<file path="config.mk">
export PLATFORM = sky130hd
export DESIGN_NAME = div_datapath_flat
export DESIGN_NICKNAME = d
export VERILOG_FILES = /design/src/rtl/div_datapath_if.sv /design/src/rtl/div_datapath.sv /design/src/flat_wrapper.sv
export SDC_FILE = /design/constraint.sdc
export NUM_CORES = 1
export LEC_CHECK = 0
export ABC_AREA = 0
export CAP_MARGIN = 40
export CELL_PAD_IN_SITES_DETAIL_PLACEMENT = 1
export CELL_PAD_IN_SITES_GLOBAL_PLACEMENT = 2
export CORE_ASPECT_RATIO = 0.75
export CORE_MARGIN = 10
export CORE_UTILIZATION = 38
export DETAILED_ROUTE_END_ITERATION = 8
export PLACE_DENSITY = 0.87
export SLEW_MARGIN = 20
export SYNTH_ARGS = -nofsm -noshare
export SYNTH_HDL_FRONTEND = slang
export SYNTH_SLANG_ARGS = --single-unit
</file>
<file path="constraint.sdc">
create_clock -name clock -period 7 [get_ports clock]
set_input_delay 1.05 -clock clock [delete_from_list [all_inputs] [get_ports clock]]
set_output_delay 1.05 -clock clock [all_outputs]
set_load 0.005 [all_outputs]
</file>
<file path="src/rtl/div_datapath_if.sv">
// div_datapath_if
//   Handshake/bus bundle for the iterative signed divider.
//   Signals:
//     ctrl_div        start pulse (also restarts an operation in progress)
//     data_operandA   dividend, two's complement
//     data_operandB   divisor, two's complement
//     data_result     quotient, truncated toward zero
//     data_remainder  remainder, sign follows dividend
//     data_exception  divisor was zero
//     data_resultRDY  one-cycle pulse, results valid
//     busy            operation in progress
//   master: the requester (processor side); slave: the divider.
interface div_datapath_if #(
  parameter int WIDTH = 32
);
  logic             ctrl_div;
  logic [WIDTH-1:0] data_operandA;
  logic [WIDTH-1:0] data_operandB;
  logic [WIDTH-1:0] data_result;
  logic [WIDTH-1:0] data_remainder;
  logic             data_exception;
  logic             data_resultRDY;
  logic             busy;

  modport master (
    output ctrl_div, data_operandA, data_operandB,
    input  data_result, data_remainder, data_exception, data_resultRDY, busy
  );

  modport slave (
    input  ctrl_div, data_operandA, data_operandB,
    output data_result, data_remainder, data_exception, data_resultRDY, busy
  );
endinterface

</file>
<file path="src/rtl/div_datapath.sv">
// div_datapath
//   Iterative signed restoring divider, one quotient bit per clock.
//   Sequence: start edge captures operands, LOAD takes magnitudes and signs,
//   32 ITER steps, FIX applies signs and registers the outputs with a
//   one-cycle ready pulse. A divide by zero skips the iterations.
//   Ports:
//     clock   rising-edge clock
//     resetn  synchronous active-low reset
//     bus     div_datapath_if slave modport (start, operands, results)
//
//   state | meaning
//   IDLE  | waiting for ctrl_div, outputs hold last results
//   LOAD  | operands captured; take magnitudes/signs, detect zero divisor
//   ITER  | one restoring step per clock, count 1..32
//   FIX   | apply signs, register results, pulse ready
module div_datapath #(
  parameter int WIDTH = 32
) (
  input logic           clock,
  input logic           resetn,
  div_datapath_if.slave bus
);

  typedef enum logic [1:0] {
    S_IDLE,
    S_LOAD,
    S_ITER,
    S_FIX
  } state_t;

  state_t           state_q, state_d;
  logic [5:0]       cnt_q, cnt_d;
  logic [WIDTH-1:0] a_q, a_d;
  logic [WIDTH-1:0] b_q, b_d;
  logic [WIDTH-1:0] quo_q, quo_d;
  logic [WIDTH-1:0] dvs_q, dvs_d;
  logic [WIDTH-1:0] rem_q, rem_d;
  logic             neg_rem_q, neg_rem_d;
  logic             neg_quo_q, neg_quo_d;
  logic             zero_q, zero_d;
  logic [WIDTH-1:0] res_q, res_d;
  logic [WIDTH-1:0] remo_q, remo_d;
  logic             exc_q, exc_d;
  logic             rdy_q, rdy_d;

  logic [WIDTH-1:0] a_abs, b_abs;
  logic [WIDTH:0]   rem_sh, trial;
  logic [WIDTH-1:0] quo_fix, rem_fix;

  always_comb begin
    a_abs   = a_q[WIDTH-1] ? -a_q : a_q;
    b_abs   = b_q[WIDTH-1] ? -b_q : b_q;
    // Partial remainder stays below the divisor magnitude, so it fits in
    // WIDTH bits; the shifted value needs one extra bit.
    rem_sh  = {rem_q, quo_q[WIDTH-1]};
    trial   = rem_sh - {1'b0, dvs_q};
    quo_fix = neg_quo_q ? -quo_q : quo_q;
    rem_fix = neg_rem_q ? -rem_q : rem_q;

    state_d   = state_q;
    cnt_d     = cnt_q;
    a_d       = a_q;
    b_d       = b_q;
    quo_d     = quo_q;
    dvs_d     = dvs_q;
    rem_d     = rem_q;
    neg_rem_d = neg_rem_q;
    neg_quo_d = neg_quo_q;
    zero_d    = zero_q;
    res_d     = res_q;
    remo_d    = remo_q;
    exc_d     = exc_q;
    rdy_d     = 1'b0;

    case (state_q)
      S_IDLE: ;
      S_LOAD: begin
        quo_d     = a_abs;
        dvs_d     = b_abs;
        rem_d     = '0;
        neg_rem_d = a_q[WIDTH-1];
        neg_quo_d = a_q[WIDTH-1] ^ b_q[WIDTH-1];
        zero_d    = (b_q == '0);
        if (b_q == '0) begin
          state_d = S_FIX;
          cnt_d   = 6'd33;
        end else begin
          state_d = S_ITER;
          cnt_d   = 6'd1;
        end
      end
      S_ITER: begin
        // Trial sign bit clear means the divisor fits: keep the difference.
        if (!trial[WIDTH]) begin
          rem_d = trial[WIDTH-1:0];
          quo_d = {quo_q[WIDTH-2:0], 1'b1};
        end else begin
          rem_d = rem_sh[WIDTH-1:0];
          quo_d = {quo_q[WIDTH-2:0], 1'b0};
        end
        cnt_d = cnt_q + 6'd1;
        if (cnt_q == 6'd32) state_d = S_FIX;
      end
      S_FIX: begin
        if (zero_q) begin
          res_d  = '0;
          remo_d = '0;
          exc_d  = 1'b1;
        end else begin
          res_d  = quo_fix;
          remo_d = rem_fix;
          exc_d  = 1'b0;
        end
        rdy_d   = 1'b1;
        state_d = S_IDLE;
        cnt_d   = 6'd0;
      end
      default: state_d = S_IDLE;
    endcase

    // A start pulse wins over everything except reset, including a FIX on
    // the same edge: that result is dropped and no ready is produced.
    if (bus.ctrl_div) begin
      state_d = S_LOAD;
      cnt_d   = 6'd0;
      a_d     = bus.data_operandA;
      b_d     = bus.data_operandB;
      res_d   = res_q;
      remo_d  = remo_q;
      exc_d   = 1'b0;
      rdy_d   = 1'b0;
    end
  end

  always_ff @(posedge clock) begin
    if (!resetn) begin
      state_q   <= S_IDLE;
      cnt_q     <= '0;
      a_q       <= '0;
      b_q       <= '0;
      quo_q     <= '0;
      dvs_q     <= '0;
      rem_q     <= '0;
      neg_rem_q <= 1'b0;
      neg_quo_q <= 1'b0;
      zero_q    <= 1'b0;
      res_q     <= '0;
      remo_q    <= '0;
      exc_q     <= 1'b0;
      rdy_q     <= 1'b0;
    end else begin
      state_q   <= state_d;
      cnt_q     <= cnt_d;
      a_q       <= a_d;
      b_q       <= b_d;
      quo_q     <= quo_d;
      dvs_q     <= dvs_d;
      rem_q     <= rem_d;
      neg_rem_q <= neg_rem_d;
      neg_quo_q <= neg_quo_d;
      zero_q    <= zero_d;
      res_q     <= res_d;
      remo_q    <= remo_d;
      exc_q     <= exc_d;
      rdy_q     <= rdy_d;
    end
  end

  assign bus.data_result    = res_q;
  assign bus.data_remainder = remo_q;
  assign bus.data_exception = exc_q;
  assign bus.data_resultRDY = rdy_q;
  assign bus.busy           = (state_q != S_IDLE);

endmodule

</file>
<file path="src/flat_wrapper.sv">
// flat-port wrapper written by rule: the top's interface ports become plain ports
module div_datapath_flat 
#(
  parameter int WIDTH = 32
)
  (clock, resetn, bus_ctrl_div, bus_data_operandA, bus_data_operandB, bus_data_result, bus_data_remainder, bus_data_exception, bus_data_resultRDY, bus_busy);
  div_datapath_if #(.WIDTH(WIDTH)) bus_i ();
  input logic clock;
  input logic resetn;
  input wire logic [$bits(bus_i.ctrl_div)-1:0] bus_ctrl_div;
  input wire logic [$bits(bus_i.data_operandA)-1:0] bus_data_operandA;
  input wire logic [$bits(bus_i.data_operandB)-1:0] bus_data_operandB;
  output wire logic [$bits(bus_i.data_result)-1:0] bus_data_result;
  output wire logic [$bits(bus_i.data_remainder)-1:0] bus_data_remainder;
  output wire logic [$bits(bus_i.data_exception)-1:0] bus_data_exception;
  output wire logic [$bits(bus_i.data_resultRDY)-1:0] bus_data_resultRDY;
  output wire logic [$bits(bus_i.busy)-1:0] bus_busy;
  assign bus_i.ctrl_div = bus_ctrl_div;
  assign bus_i.data_operandA = bus_data_operandA;
  assign bus_i.data_operandB = bus_data_operandB;
  assign bus_data_result = bus_i.data_result;
  assign bus_data_remainder = bus_i.data_remainder;
  assign bus_data_exception = bus_i.data_exception;
  assign bus_data_resultRDY = bus_i.data_resultRDY;
  assign bus_busy = bus_i.busy;
  div_datapath #(.WIDTH(WIDTH)) u_core (.clock(clock), .resetn(resetn), .bus(bus_i));
endmodule
</file>
Word-level counts from Yosys, hierarchy flattened
Cells that the tools add are included.
{"block": "totals", "regBits": 237, "in_bits": 67, "elab_cells": 57}
{"block": "op_classes", "add_sub_neg": 6, "eq_ne": 6, "muxes": 18, "bitwise": 3, "n_reduce_logical": 9}
{"operator": "$mux 32", "count": 7}
{"operator": "$neg 32->32", "count": 4}
{"operator": "$pmux 32 s2", "count": 2}
{"operator": "$sub 33x32->33", "count": 1}
{"operator": "$logic_not 32->1", "count": 1}
{"operator": "$pmux 6 s3", "count": 1}
{"operator": "$add 6x1->6 const B", "count": 1}
{"operator": "$eq 6x6->1 const B", "count": 1}
{"operator": "$mux 6", "count": 1}
{"operator": "$pmux 2 s3", "count": 1}
{"operator": "$reduce_and 2->1", "count": 3}
{"operator": "$mux 1", "count": 5}
{"operator": "$eq 2x2->1 const B", "count": 2}
{"operator": "$reduce_bool 2->1", "count": 2}
{"operator": "$reduce_bool 4->1", "count": 1}
{"operator": "$ne 3x2->1 const B", "count": 1}
{"operator": "$reduce_bool 3->1", "count": 1}
{"operator": "$eq 2x1->1 const B", "count": 1}
{"operator": "$mux 2", "count": 1}
{"operator": "$ne 2x1->1 const B", "count": 1}
{"operator": "$not 1->1", "count": 2}
{"operator": "$reduce_or 2->1", "count": 1}
{"operator": "$xor 1x1->1", "count": 1}

Logic depth before layout (Yosys ltp)
Gate-level depths: netlist of run 1.
{"block": "logic_depth", "ltp_word": 4, "ltp_mapped": 12}

Worst setup path before layout of run 1
Ideal clock, no wire load.
{"block": "synth_path", "kind": "register to register", "startpoint": "register u_core.quo_q[31]", "endpoint": "register u_core.rem_q[20]", "setup_ns": 0.120, "arrival_time_ns": 2.760, "setup_slack_ns": 4.120, "path_stages_with_launch": 13, "period_less_slack_ns": 2.880, "cell_sequence": "dfxtp_1 inv_1 ha_1 fa_1 nand2b_1 a21oi_1 o211ai_1 a211oi_1 nor2_1 a211oi_4 buf_6 a211oi_1 a211o_1"}
{"block": "synth_between", "elab_chain_len": 3}
{"element": "start, declared", "line": "div_datapath.sv:35", "text": "logic [WIDTH-1:0] quo_q, quo_d;"}
{"element": "start signal, assigned", "line": "div_datapath.sv:156", "text": "quo_q <= quo_d;"}
{"element": "$sub 33x32->33", "line": "div_datapath.sv:56", "text": "trial = rem_sh - {1'b0, dvs_q};"}
{"element": "$mux 32", "line": "div_datapath.sv:94", "text": "if (!trial[WIDTH]) begin"}
{"element": "$pmux 32 s2", "line": "div_datapath.sv:75", "text": "case (state_q)"}
{"element": "end signal, assigned", "line": "div_datapath.sv:158", "text": "rem_q <= rem_d;"}
{"element": "end, declared", "line": "div_datapath.sv:37", "text": "logic [WIDTH-1:0] rem_q, rem_d;"}
No other way between the ends.
A chain may end at the register's enable or synchronous reset.

Worst setup path in the final report of run 1
{"block": "layout_path", "startpoint": "register u_core.quo_q[31]", "endpoint": "register u_core.rem_q[0]"}
{"block": "layout_between", "elab_chain_len": 3}
{"element": "$sub 33x32->33", "line": "div_datapath.sv:56"}
{"element": "$mux 32 *", "line": "div_datapath.sv:94"}
{"element": "$pmux 32 s2 *", "line": "div_datapath.sv:75"}
Mark *: on every way between the ends. The rest lies on a longest branch, timed or not.

==> impl_metrics.toml, run 1 <==
[pwr]
p_leak_nw = 6.376
seqPwrFrac_pct = 43.2
p_int_mw = 2.412
switching_power_mw = 1.027
p_per_area_nw_per_um2 = 212.5
switching_share_pct = 29.86
p_comb_share_pct = 18.7
p_clk_share_pct = 38.1
power.total_mw = 3.439
ir_drop_uv = 203.1

[setup_path]
slowest_delay_ns = 0.65
crit_type = "flip-flop to flip-flop"
reg2reg_depth = 12
crit_arrival_ns = 4.70
worst_setup_path_start_kind = "flip-flop"
crit_required_ns = 7.48
endpoint_kind = "flip-flop"
critPathMaxFanout = 27
r2r-start = "u_core.quo_q[31]"
slowest_stage = "a211oi_4"
cp_cell_sequence = "inv_1 -> ha_1 -> fa_1 -> nand2b_1 -> a21oi_1 -> o211ai_1 -> a211oi_1 -> nor2_1 -> a211oi_4 -> buf_4 -> mux2_2 -> o21ai_0"
r2r_slack_ns = 2.78
r2r_end = "u_core.rem_q[0]"

[clock_tree]
hold_buffers = 0
cts_tree = "done"
numCtsBuffers = 26
cts-resized-gates = 0
cts_sinks = 237
h-tree-depth = 1
clock_latency_ns = 0.56
path_clk_slew_ns = 0.06
cts.path.max_buffers = 3
clockRootBuffer = "clkbuf_16"
cts_setup_buffers = 0

[logic_synthesis]
ys_seq_area_share_pct = 34.75
ys_warn_count = 0
ys_seq_elements = 237
synth_top_area_share_pct = 34.75
synth-edff-count = 0
async_flop_share_pct = 0
synth.largest_area_cell = "dfxtp_1"
synth.area.top_cells = "dfxtp_1 (35%), mux2i_1 (8.7%), nor2_1 (6.2%)"
synth_area_per_cell_um2 = 8.401
synth_area_um2 = 13650
ys.flop_type = "dfxtp_1"
synth_cell_type_count = 79
synthCells = 1625
syn_nets = 1736

[sta]
rsz0062_at_grt = "no"
fin_crit_ns = 4.217
hold_viol_final = 0
setup_tns_ns = 0
min_period_over_period_pct = 60.25
finalClockSkew_ns = 0.02757
max_freq_ghz = 0.2371
tightest_slew_ns = 0.8385
worst_slack_ns = 2.783
slew_violations = 0
setup_violations = 0
relSlewSlack_pct = 43.92

[placement]
port_buffers = 133
gp_congestion = 0.8416
post-dp-hpwl_um = 34120
pre_cts_ws_ns = 2.840

[drt]
drt_iter0_drc = 774
vias = 12210
first_pass_iters = 5
avgViaCountPerCell = 5.575
drc = 0
wl_um = 45030
ant_nets = 0
wl_met3_um = 1938
route.met2.wl_um = 18530
wire_per_inst_um = 20.56
wl_met1_um = 23530
highest_layer = "met4"

[die]
core_area_um2 = 35660
die_h_um = 184.1
dieArea_um2 = 43990
row_count = 60
io-pin-count = 134
initial_core_util_pct = 38.28
dieWidth_um = 238.9

[flow_run]
drv_cap = 0

[global_route]
grt-ovfl-total = 0
grt_pass1_vias = 12160
grt_max_degree = 72
antenna_found_initial = 0
grt_pass1_wl_um = 70680
grt_use_total_pct = 19.93

[final_layout]
nNetsFinal = 1820
area_delta_synth_final_pct = 18.55
multiInputGateArea_um2 = 8293
fillers = 4206
drive_gt1_share_pct = 6.145
antenna_cells = 0
seq_area_um2 = 4745

[worst_hold_path]
hold_depth = 2
worstHoldStart = "u_core.bus.data_remainder[26]"
min_to = "u_core.bus.data_remainder[26]"
worst_hold_path_type = "flip-flop to flip-flop"

[status]
outcome = "finished, final reports clean"
## sequential cells by signal, indices dropped and copies added, names as in the netlist
signal / flops
u_core.bus.data_exception: 1
u_core.a_q: 32
u_core.dvs_q: 32
u_core.state_q: 2
u_core.cnt_q: 6
u_core.bus.data_remainder: 32
u_core.bus.data_result: 32
u_core.quo_q: 32
u_core.bus.data_resultRDY: 1
u_core.neg_quo_q: 1
u_core.zero_q: 1
u_core.rem_q: 32
u_core.neg_rem_q: 1
u_core.b_q: 32
## cell usage in the layout (no fill, tap or decap), drive strengths merged, types with 9 or more instances in the layout
cell           instances
clkinv                 9
clkdlybuf4s50        132
nand3                 28
clkbuf                35
nand2b                19
inv                   57
o211ai                14
mux2i                119
nor4                  13
ha                    43
a211oi                43
o31ai                 34
a21oi                 53
and3                  12
nand4                 11
o21ai                116
nor2b                 13
a22oi                 45
xor2                  78
o41ai                 23
nor3                  19
nor2                 226
xnor2                 68
dfxtp                237
buf                   20
a21o                  15
nand2                135
or4                   14
or3                   18
## power groups by stage
stage	clock, mW	combinational [mW]	sequential [mW]
5_1_grt	1.40	0.708	1.49
4_1_cts	1.34	0.640	1.48
3_3_place_gp	0	0.613	1.51
2_1_floorplan	0	0.458	1.48
6_report	1.31	0.643	1.49
3_5_place_dp	0	0.637	1.51
## Yosys cell counts (29+ instances only)
| cell | instances |
|---|---|
| a22oi_1 | 45 |
| nor2_1 | 224 |
| nand2_1 | 134 |
| xor2_1 | 78 |
| a21oi_1 | 53 |
| o21ai_0 | 81 |
| mux2i_1 | 119 |
| xnor2_1 | 68 |
| o31ai_1 | 29 |
| inv_1 | 56 |
| dfxtp_1 | 237 |
| o21ai_1 | 35 |
| a211oi_1 | 42 |
| clkbuf_1 | 74 |
| ha_1 | 43 |
## critical path, delay by kind of cell, from the launching register on
family	cells	cell delay, ns
fa+ha+maj	2	0.62
flops	1	0.36
mux	1	0.38
compound gates	5	1.82
simple gates	2	0.34
buf+inv	2	0.58
## per-layer routing
layer	up-vias	track usage [%]
met5	-	0
met4	0	5.090
met3	59	2.761
met2	255	28.52
met1	5965	30.26
li1	5930	-
## logic make-up after synthesis
| group | count (synthesis) | synth area share [%] |
|---|---|---|
| buffers and inverters | 153 | 4.628 |
| and+or+nand+nor | 534 | 18.80 |
| AOI/OAI and AO/OA | 389 | 19.39 |
| adders and majority gates | 44 | 4.088 |
| muxes | 122 | 8.973 |
| DFF | 237 | 34.75 |
| xor gates and xnor gates | 146 | 9.367 |
## cell type report
type	count	area share, %
repair buffers	152	9.548
inverters	57	1.353
clock inverters	9	0.3479
flip-flops and latches	237	29.32
well taps	465	3.595
clock buffers	35	4.600
multi-input cells	1235	51.24
## stage by stage
stage	util, %	instance area [µm²]	hold slack (ns)	cells
after floorplan	-	13650	0.4482	1625
after global placement	42.79	15260	0.4430	2139
after detailed placement	43.14	15380	0.4496	2146
after CTS	45.39	16180	0.4575	2190
after global routing	45.39	16180	0.4881	2190
final	45.39	16180	0.4575	2190
## worst max-delay path by stage
stage	from	endpoint	slack, ns
finish	u_core.quo_q[31]	u_core.rem_q[0]	2.78
global route	u_core.quo_q[31]	u_core.rem_q[0]	2.41
CTS	u_core.quo_q[31]	u_core.rem_q[0]	2.80
detailed placement	u_core.quo_q[31]	u_core.rem_q[1]	2.84
global placement	u_core.quo_q[31]	u_core.rem_q[0]	2.93
floorplan	u_core.quo_q[31]	u_core.rem_q[20]	4.12
(Power assumes the default switching activity.)
==> inputs of run 2 (changes only) <==
Settings changed: CORE_UTILIZATION 38 to 35, PLACE_DENSITY 0.87 to 0.81.
Clock period 7 ns to 4.3 ns, I/O delays scaled along.
==> run 2 against run 1 <==
Net effect: sequential power grew 62%; combinational power grew 60%; die area grew 7.7%; sequential share of layout area shrank 0.27 points; global-route usage shrank 1.1 points; critical path type unchanged; largest power group unchanged; highest routed layer unchanged.
==> impl_metrics.toml, run 2 (synthesis gave the netlist of run 1 again) <==
[status]
outcome = "finished, final reports clean"

[clock_tree]
cts_tree = "done"
path_clk_slew_ns = 0.06
cts_sinks = 237
h-tree-depth = 1
clockRootBuffer = "clkbuf_16"
cts.path.max_buffers = 3
cts_setup_buffers = 0
cts-resized-gates = 0
numCtsBuffers = 27
hold_buffers = 0
clock_latency_ns = 0.56

[drt]
avgViaCountPerCell = 5.442
drc = 0
wl_met1_um = 24530
drt_iter0_drc = 912
wl_um = 45610
wl_met3_um = 2154
vias = 12200
route.met2.wl_um = 18160
first_pass_iters = 5
highest_layer = "met4"
ant_nets = 0
wire_per_inst_um = 20.35

[final_layout]
final_common_cell = "dfxtp_1"
antenna_cells = 0
nNetsFinal = 1822
fillers = 4470
area_delta_synth_final_pct = 19.64
final_cell_mix = "dfxtp_1 (237), nor2_1 (222), nand2_1 (134), clkdlybuf4s50_1 (132), mux2i_1 (119)"
drive_gt1_share_pct = 6.478

[placement]
post-dp-hpwl_um = 34430
gp_congestion = 0.8240
port_buffers = 133

[pwr]
p_leak_nw = 6.428
power.total_mw = 5.850
p_per_area_nw_per_um2 = 358.2
ir_drop_uv = 280.7

[sta]
max_freq_ghz = 0.2894
whs_ns = 0.3444
min_period_over_period_pct = 80.36
setup_violations = 0
setup_tns_ns = 0
hold_viol_final = 0
relSlewSlack_pct = 42.12
tightest_slew_ns = 0.8671
finalClockSkew_ns = 0.01479
fin_crit_ns = 3.456
rsz0062_at_grt = "no"
slew_violations = 0

[global_route]
grt_pass1_vias = 12100
antenna_found_initial = 0
grt-ovfl-total = 0
grt_use_total_pct = 18.85
grt_pass1_wl_um = 72040
grt_max_degree = 102

[flow_run]
drv_cap = 0

[setup_path]
worst_setup_path_start_kind = "flip-flop"
slowest_stage = "fa_1"
crit_type = "flip-flop to flip-flop"
crit_required_ns = 4.78
endpoint_kind = "flip-flop"
critPathMaxFanout = 23
slowest_delay_ns = 0.40
cp_cell_sequence = "inv_1 -> ha_1 -> fa_1 -> nand2b_1 -> a21oi_1 -> o211ai_1 -> a211oi_1 -> nor2_1 -> a211oi_4 -> buf_12 -> mux2_2 -> o21ai_0"
crit_arrival_ns = 3.94
r2r_slack_ns = 0.84

[die]
die_h_um = 191.0
dieWidth_um = 248.1
dieArea_um2 = 47390
initial_core_util_pct = 35.55
core_area_um2 = 38400
io-pin-count = 134
row_count = 62

[worst_hold_path]
worst_hold_path_type = "primary input to flip-flop"
run 2: per-layer routing:
metal | GRT usage, % | up-vias
li1 | - | 5943
met3 | 2.259 | 44
met2 | 26.10 | 251
met5 | 0 | -
met1 | 30.05 | 5958
met4 | 3.440 | 0
run 2: power breakdown:
| part | total [mW] | switching (mW) | internal (mW) | leakage [nW] |
|---|---|---|---|---|
| clock | 2.39 | 0.985 | 1.41 | 0.459 |
| combinational | 1.03 | 0.596 | 0.435 | 4.04 |
| sequential | 2.42 | 0.138 | 2.29 | 1.93 |
run 2: path summary, 6_finish.rpt:
check	from	to	cells past startpoint
setup / recovery	u_core.quo_q[31]	u_core.rem_q[1]	12
hold / removal	bus_ctrl_div	u_core.state_q[0]	2
hold reg to reg	u_core.bus.data_remainder[27]	u_core.bus.data_remainder[27]	2
setup reg to reg	u_core.quo_q[31]	u_core.rem_q[1]	12
run 2: cell type report:
class	count	area, µm²	share of cell area, %
multi-input cells	1235	8293	50.77
inverters	57	219.0	1.341
repair buffers	153	1524	9.330
clock buffers	37	793.3	4.857
clock inverters	10	118.9	0.7277
flip-flops and latches	237	4745	29.05
well taps	512	640.6	3.922
run 2: critical path: cells and delay by family (launching register included):
kind / cells / cell delay (ns)
AO/OA/AOI/OAI: 5 / 1.37
multiplexers: 1 / 0.36
buffers and inverters: 2 / 0.32
AND/OR/NAND/NOR: 2 / 0.34
adder cells (fa/ha/maj): 2 / 0.61
flip-flops: 1 / 0.36
run 2: metrics by stage:
| step | util (%) | worst slack (ns) | std cells | area [µm²] |
|---|---|---|---|---|
| final | 42.54 | 0.8443 | 2241 | 16330 |
| after global routing | 42.54 | 0.5744 | 2241 | 16330 |
| after CTS | 42.54 | 0.8564 | 2241 | 16330 |
| after detailed placement | 40.16 | 0.8598 | 2194 | 15420 |
| after global placement | 40.07 | 0.9892 | 2192 | 15390 |
| after floorplan | - | 1.420 | 1625 | 13650 |
